$ cat src/rtl/areg_period_timer.sv
// Periodic / one-shot tick generator driven by the areg control word.
// Reports running/done status to regf and strobes tick_o at each period expiry.
module areg_period_timer #(
  parameter int CNT_W = 16
) (
  input  logic             clk_i,
  input  logic             rst_n_i,
  input  logic [31:0]      areg_i,
  output logic             regf_f0_o,
  output logic             regf_f1_o,
  output logic             tick_o,
  output logic [CNT_W-1:0] count_o
);

  typedef enum logic [1:0] {
    IDLE = 2'd0,
    RUN  = 2'd1,
    DONE = 2'd2
  } state_t;

  state_t           state_q;
  state_t           state_d;
  logic [31:0]      areg_q;
  logic [CNT_W-1:0] cnt_q;
  logic [CNT_W-1:0] cnt_d;
  logic             tick_d;

  logic [CNT_W-1:0] period;
  logic             en;
  logic             oneshot;
  logic             period_nz;
  logic             unused_areg;

  assign period    = areg_q[CNT_W-1:0];
  assign en        = areg_q[CNT_W];
  assign oneshot   = areg_q[CNT_W+1];
  assign period_nz = (period != '0);
  // Bits above ONESHOT are ignored by design.
  assign unused_areg = ^areg_q;

  always_ff @(posedge clk_i or negedge rst_n_i) begin
    if (!rst_n_i) begin
      areg_q <= '0;
    end else begin
      areg_q <= areg_i;
    end
  end

  always_ff @(posedge clk_i or negedge rst_n_i) begin
    if (!rst_n_i) begin
      state_q <= IDLE;
      cnt_q   <= '0;
    end else begin
      state_q <= state_d;
      cnt_q   <= cnt_d;
    end
  end

  // Disable beats terminal count: a run stopped on its last cycle never ticks.
  always_comb begin
    state_d = state_q;
    cnt_d   = cnt_q;
    tick_d  = 1'b0;
    case (state_q)
      IDLE: begin
        cnt_d = '0;
        if (en && period_nz) begin
          state_d = RUN;
          cnt_d   = period - CNT_W'(1);
        end
      end
      RUN: begin
        if (!en) begin
          state_d = IDLE;
          cnt_d   = '0;
        end else if (cnt_q != '0) begin
          cnt_d = cnt_q - CNT_W'(1);
        end else begin
          tick_d = 1'b1;
          if (oneshot) begin
            state_d = DONE;
            cnt_d   = '0;
          end else if (period_nz) begin
            cnt_d = period - CNT_W'(1);
          end else begin
            state_d = IDLE;
            cnt_d   = '0;
          end
        end
      end
      DONE: begin
        cnt_d = '0;
        if (!en) begin
          state_d = IDLE;
        end
      end
      default: begin
        state_d = IDLE;
        cnt_d   = '0;
      end
    endcase
  end

  // Status and strobe are registered from next-state so they align with state_q.
  always_ff @(posedge clk_i or negedge rst_n_i) begin
    if (!rst_n_i) begin
      tick_o    <= 1'b0;
      regf_f0_o <= 1'b0;
      regf_f1_o <= 1'b0;
    end else begin
      tick_o    <= tick_d;
      regf_f0_o <= (state_d == RUN);
      regf_f1_o <= (state_d == DONE);
    end
  end

  assign count_o = cnt_q;

endmodule

$ cat config.mk
export PLATFORM = sky130hd
export DESIGN_NAME = areg_period_timer
export DESIGN_NICKNAME = d
export VERILOG_FILES = /design/src/rtl/areg_period_timer.sv
export SDC_FILE = /design/constraint.sdc
export NUM_CORES = 1
export LEC_CHECK = 0
export CORE_MARGIN = 2
export CORE_UTILIZATION = 43
export DETAILED_ROUTE_END_ITERATION = 7
export PLACE_DENSITY = 0.76
export SLEW_MARGIN = 30
export SYNTH_ARGS = -nofsm -noshare
export SYNTH_HDL_FRONTEND = slang
export SYNTH_SLANG_ARGS = --single-unit
$ cat constraint.sdc
create_clock -name clk_i -period 2 [get_ports clk_i]
set_input_delay 0.3 -clock clk_i [delete_from_list [all_inputs] [get_ports clk_i]]
set_output_delay 0.3 -clock clk_i [all_outputs]
set_load 0.005 [all_outputs]
; ---- Word level (Yosys, flattened, before mapping)
; Index checks and enable logic that the tools add are counted.
; Widths: inputs -> output; s select.
[op_classes]
n_mux = 16
add_sub_neg = 2
reduce_logical = 4
eq_ne = 4
[ops]
columns = op, n
row1 = $mux 16, 5
row2 = $pmux 16 s2, 1
row3 = $reduce_bool 16->1, 2
row4 = $sub 16x1->16 const B, 2
row5 = $mux 2, 6
row6 = $pmux 2 s3, 1
row7 = $eq 2x1->1 const B, 2
row8 = $eq 2x2->1 const B, 2
row9 = $mux 1, 3
row10 = $logic_not 2->1, 1
row11 = $logic_and 1x1->1, 1
[totals]
regBits = 39
word_cells = 32
output_inout_bits = 19
in_bits = 34

; ---- Logic depth before layout (Yosys ltp)
[depth]
ltp_word = 7
depth_mapped = 7

; ---- Worst setup path after synthesis
; Ideal clock, no wire load.
[synth_path]
path_kind = register to register
start = reg cnt_q[3], in the netlist count_o[3]
end = reg cnt_q[10], in the netlist count_o[10]
stages_incl_launch_ff = 6
arrival_ns = 1.842
setup_slack_ns = 0.082
path_buffers = 0
setup_ns = 0.077
required_time_ns = 1.923
path_cell_list = dfrtp_1 > or4_4 > or4_4 > a21oi_2 > a21oi_1 > o21ai_1
[synth_via]
elab_chain_len = 4
[synth_rtl]
columns = element, line_no
row1 = "start, declared", 24  ; logic [CNT_W-1:0] cnt_q;
row2 = "start signal, assigned", 55  ; cnt_q <= cnt_d;
row3 = $sub 16x1->16 or $reduce_bool 16->1 (tied branches), "77, 76"
row4 = $mux 16 (*), 76  ; end else if (cnt_q != '0) begin
row5 = $mux 16 (*), 73  ; if (!en) begin
row6 = $pmux 16 s2 (*), 64  ; case (state_q)
row7 = via cnt_d[10], 25  ; logic [CNT_W-1:0] cnt_d;
; The timed path passes the listed nets; every way through them passes the cells marked *.

; ---- Final worst setup path
[layout_path]
start = reg cnt_q[3], in the netlist count_o[3]
end = reg cnt_q[13], in the netlist count_o[13]
; The elaborated chain is that of the path after synthesis.

==> results.md <==
* Final critical-path share of the clock period at 0.972
* Power Total at 3.49 mW
* Clock buffer depth at 2
* EDFF count, synth at 0
* Clock sink count at 39
* Slew at the pin closest to its max-slew limit at 429 ps
* Max_slew headroom at 0.714
* Worst reg2reg endpoint: count_o[13]
* Element type at the critical path end: flop
* Dpl ws at roughly 27 ps
* Fmax at 514 MHz
* Gr busiest metal: met2
* Fin. Hold Viols at 0
* FFs w/ async S/R, synth at 1.00
* DRC viols at 0
* ANT cells at 0
* Worst-path clk slew at around 70 ps
* CP Launch Type: flop
* VDD IR-drop max at between 0.6 and 0.7 mV
* Vias in the first global route at ~1,600
* Critical Path AT at 2150 ps
* Core ar. at 4320 um2
* FP Rows at 24
* Synthesized Nets at 220
* Kind of critical path: reg -> reg
* Die span in y at a little over 70 um
* Dpl cells at just under 300
* Layout Nets at a little under 300
* Syn-to-layout area delta at 39.9%
* Final hold slack at ~440 ps
* Die footprint at 5010 um2
* WL final at between 4000 and 5000 um
* Pwr dens at around 1300 nW/um2
* Area leader, netlist: dfrtp_1
* Gr usage total at 0.191
* Grt met1 use at 0.232
* Die X at 70.8 um
* CP Data Required Time at about 2200 ps
* Register area at between 900 and 1000 um2
* Mean Syn Cell Area at between 10 and 15 um2
* First-pass GRT wire length at about 7300 um
* Post-route design area at 2680 um2
* Drt pass-1 iters at 5
* Largest net degree at the start of global routing at 21
* Routability Congestion at around 0.94
* Met3 usage in global routing at 0.0427
* Fin worst setup slack at approximately 56 ps
* Status: finished clean
* Num CTS Buffers at 5
* Dpl hpwl at around 3400 um
* Layout cells sized above 1 at 0.197
* Initial antenna violation count at 0
* Post-layout minimum cycle time at roughly 1900 ps
* Max Fanout on Critical Path at 7
* Clock H-tree levels at 2
* Vias per std cell at roughly 5.6
* Setup violations, final at 0
* Initial drt markers at between 100 and 150
* Maximum capacitance violations at 0
* Largest cells by area after synthesis: dfrtp_1 (51%), xor2_1 (5.9%), xnor2_1 (4.1%)
* Worst Setup EP: count_o[13]
* Reg-to-reg critical path startpoint: count_o[3]
* Vias at 1,716
* Final core utilization at 0.620
* Max Transition Viols Final at 0
* Cell Area, Synth at 1920 um2
* LEAKAGE at between 1 and 1.5 nW
* Library cells used by synthesis at 39
* CTS tree: done
* Setup TNS at 0 ps
* Met2 Track Usage GR at 0.323
* Setup Skew at around 9 ps
* Post-CTS Setup Inserts at 0
* Initial Util at 0.443
* Drt wl/cell at 14.8 um
* Number of synthesized register bits at 39
* Fillers at roughly 350
* Post-route ant nets at 0
* Sequential area share after synthesis at 0.509
* Yosys warns at 0
* Placed Area at approximately 2500 um2
* Mapped Cells at ~180
* Flop-to-flop setup slack at around 56 ps
* PortBufs at 38
* Top Ports at between 50 and 60
* Worst-skew pair later-pin latency at roughly 290 ps
* CTS root buffer: clkbuf_8
* Total gr overflow at 0
* Tightest Hold Check Type: in -> reg
* Area share of the largest cell type after synthesis at 0.509
* Multi-input gate area in the final layout at ~970 um2
* Worst Reg-to-Reg Cells at 6
* Synth Flop Type: dfrtp_1
* Crit. Startpoint: count_o[3]
* Final Non-Filler Cells at ~310
## metal layers
metal  vias to the layer above  part of all wire
met3                        13             0.059
met5                         -                 0
met1                       825              0.40
met4                         0             0.023
met2                        62              0.52
li1                        816                 -
## cells by family after synthesis
family                   synth area share
AND/OR/NAND/NOR                     0.252
flip-flops                          0.509
AO/OA/AOI/OAI                       0.104
XOR/XNOR                            0.101
buffers and inverters             0.00979
adder cells (fa/ha/maj)            0.0196
multiplexers                      0.00522
## worst min-delay path by stage
stage	startpoint	endpoint	slack, ps	cells after the start
3_3_place_gp	rst_n_i	areg_q[1]	250	1
3_5_place_dp	rst_n_i	areg_q[3]	260	1
2_1_floorplan	rst_n_i	areg_q[0]	4	0
5_1_grt	areg_i[17]	areg_q[17]	430	1
6_report	areg_i[4]	areg_q[4]	440	1
4_1_cts	areg_i[17]	areg_q[17]	430	1
## area by class of cell
type / instances / share of cell area
Tap cell: 52 / 0.0243
Sequential cell: 39 / 0.364
Timing Repair Buffer: 64 / 0.214
Clock inverter: 1 / 0.00187
Inverter: 4 / 0.00560
Multi-Input combinational cell: 139 / 0.362
Clock buffer: 7 / 0.0285
## critical path, cell delays in order (launching register included)
cell and delay (ps):
dfrtp_1 380, or4_4 570, nor2_2 160, and4_4 250, a31oi_2 110, buf_4 210, o22ai_1 160
## synth_stat cells (4+ instances only)
cell type,count
xnor2_1,9
nor2_1,12
inv_1,4
nor3_1,12
nand3_1,5
o21ai_0,5
xor2_1,13
a21oi_1,4
o22ai_1,10
nand2_1,15
or3_1,5
a31oi_1,4
nor4_1,4
dfrtp_1,39
## flip-flops by register name (all words and copies together), names as in the netlist
signal / flops
state_q: 2
regf_f0_o: 1
areg_q: 18
regf_f1_o: 1
tick_o: 1
count_o: 16
## placed cells by master, fill, tap and decap left out, drive strengths merged
cell            n
nand4           4
dlygate4sd3     1
mux2i           1
o22ai          10
xor2           13
dfrtp          39
ha              3
or4b            1
nor3           12
nand2b          2
clkbuf          7
o21ai           8
nor4b           3
o31ai           1
o21a            2
or4             3
a31oi           4
and4            3
nor2           13
inv             4
a221oi          1
buf            26
clkdlybuf4s50  37
clkinv          1
nor4            5
nor2b           3
nand2          15
or3             5
xnor2           9
nand3           5
and2            2
o41a            1
a21oi           5
and3b           1
nor3b           2
nand3b          2
## timing repair
| action | in CTS | in global routing |
|---|---|---|
| hold buffers | 1 | 0 |
| resized for setup | 0 | 11 |
| setup endpoints to repair | 0 | 16 |
| hold endpoints to repair | 18 | 0 |
## where the power goes
part	internal (mW)	leakage, nW	switching, mW	total, mW
clock	0.245	0.0422	0.267	0.511
combinational	0.960	0.577	0.849	1.81
sequential	0.969	0.485	0.200	1.17
total	2.17	1.10	1.32	3.49
No activity file was read; power rests on OpenSTA's default activity.
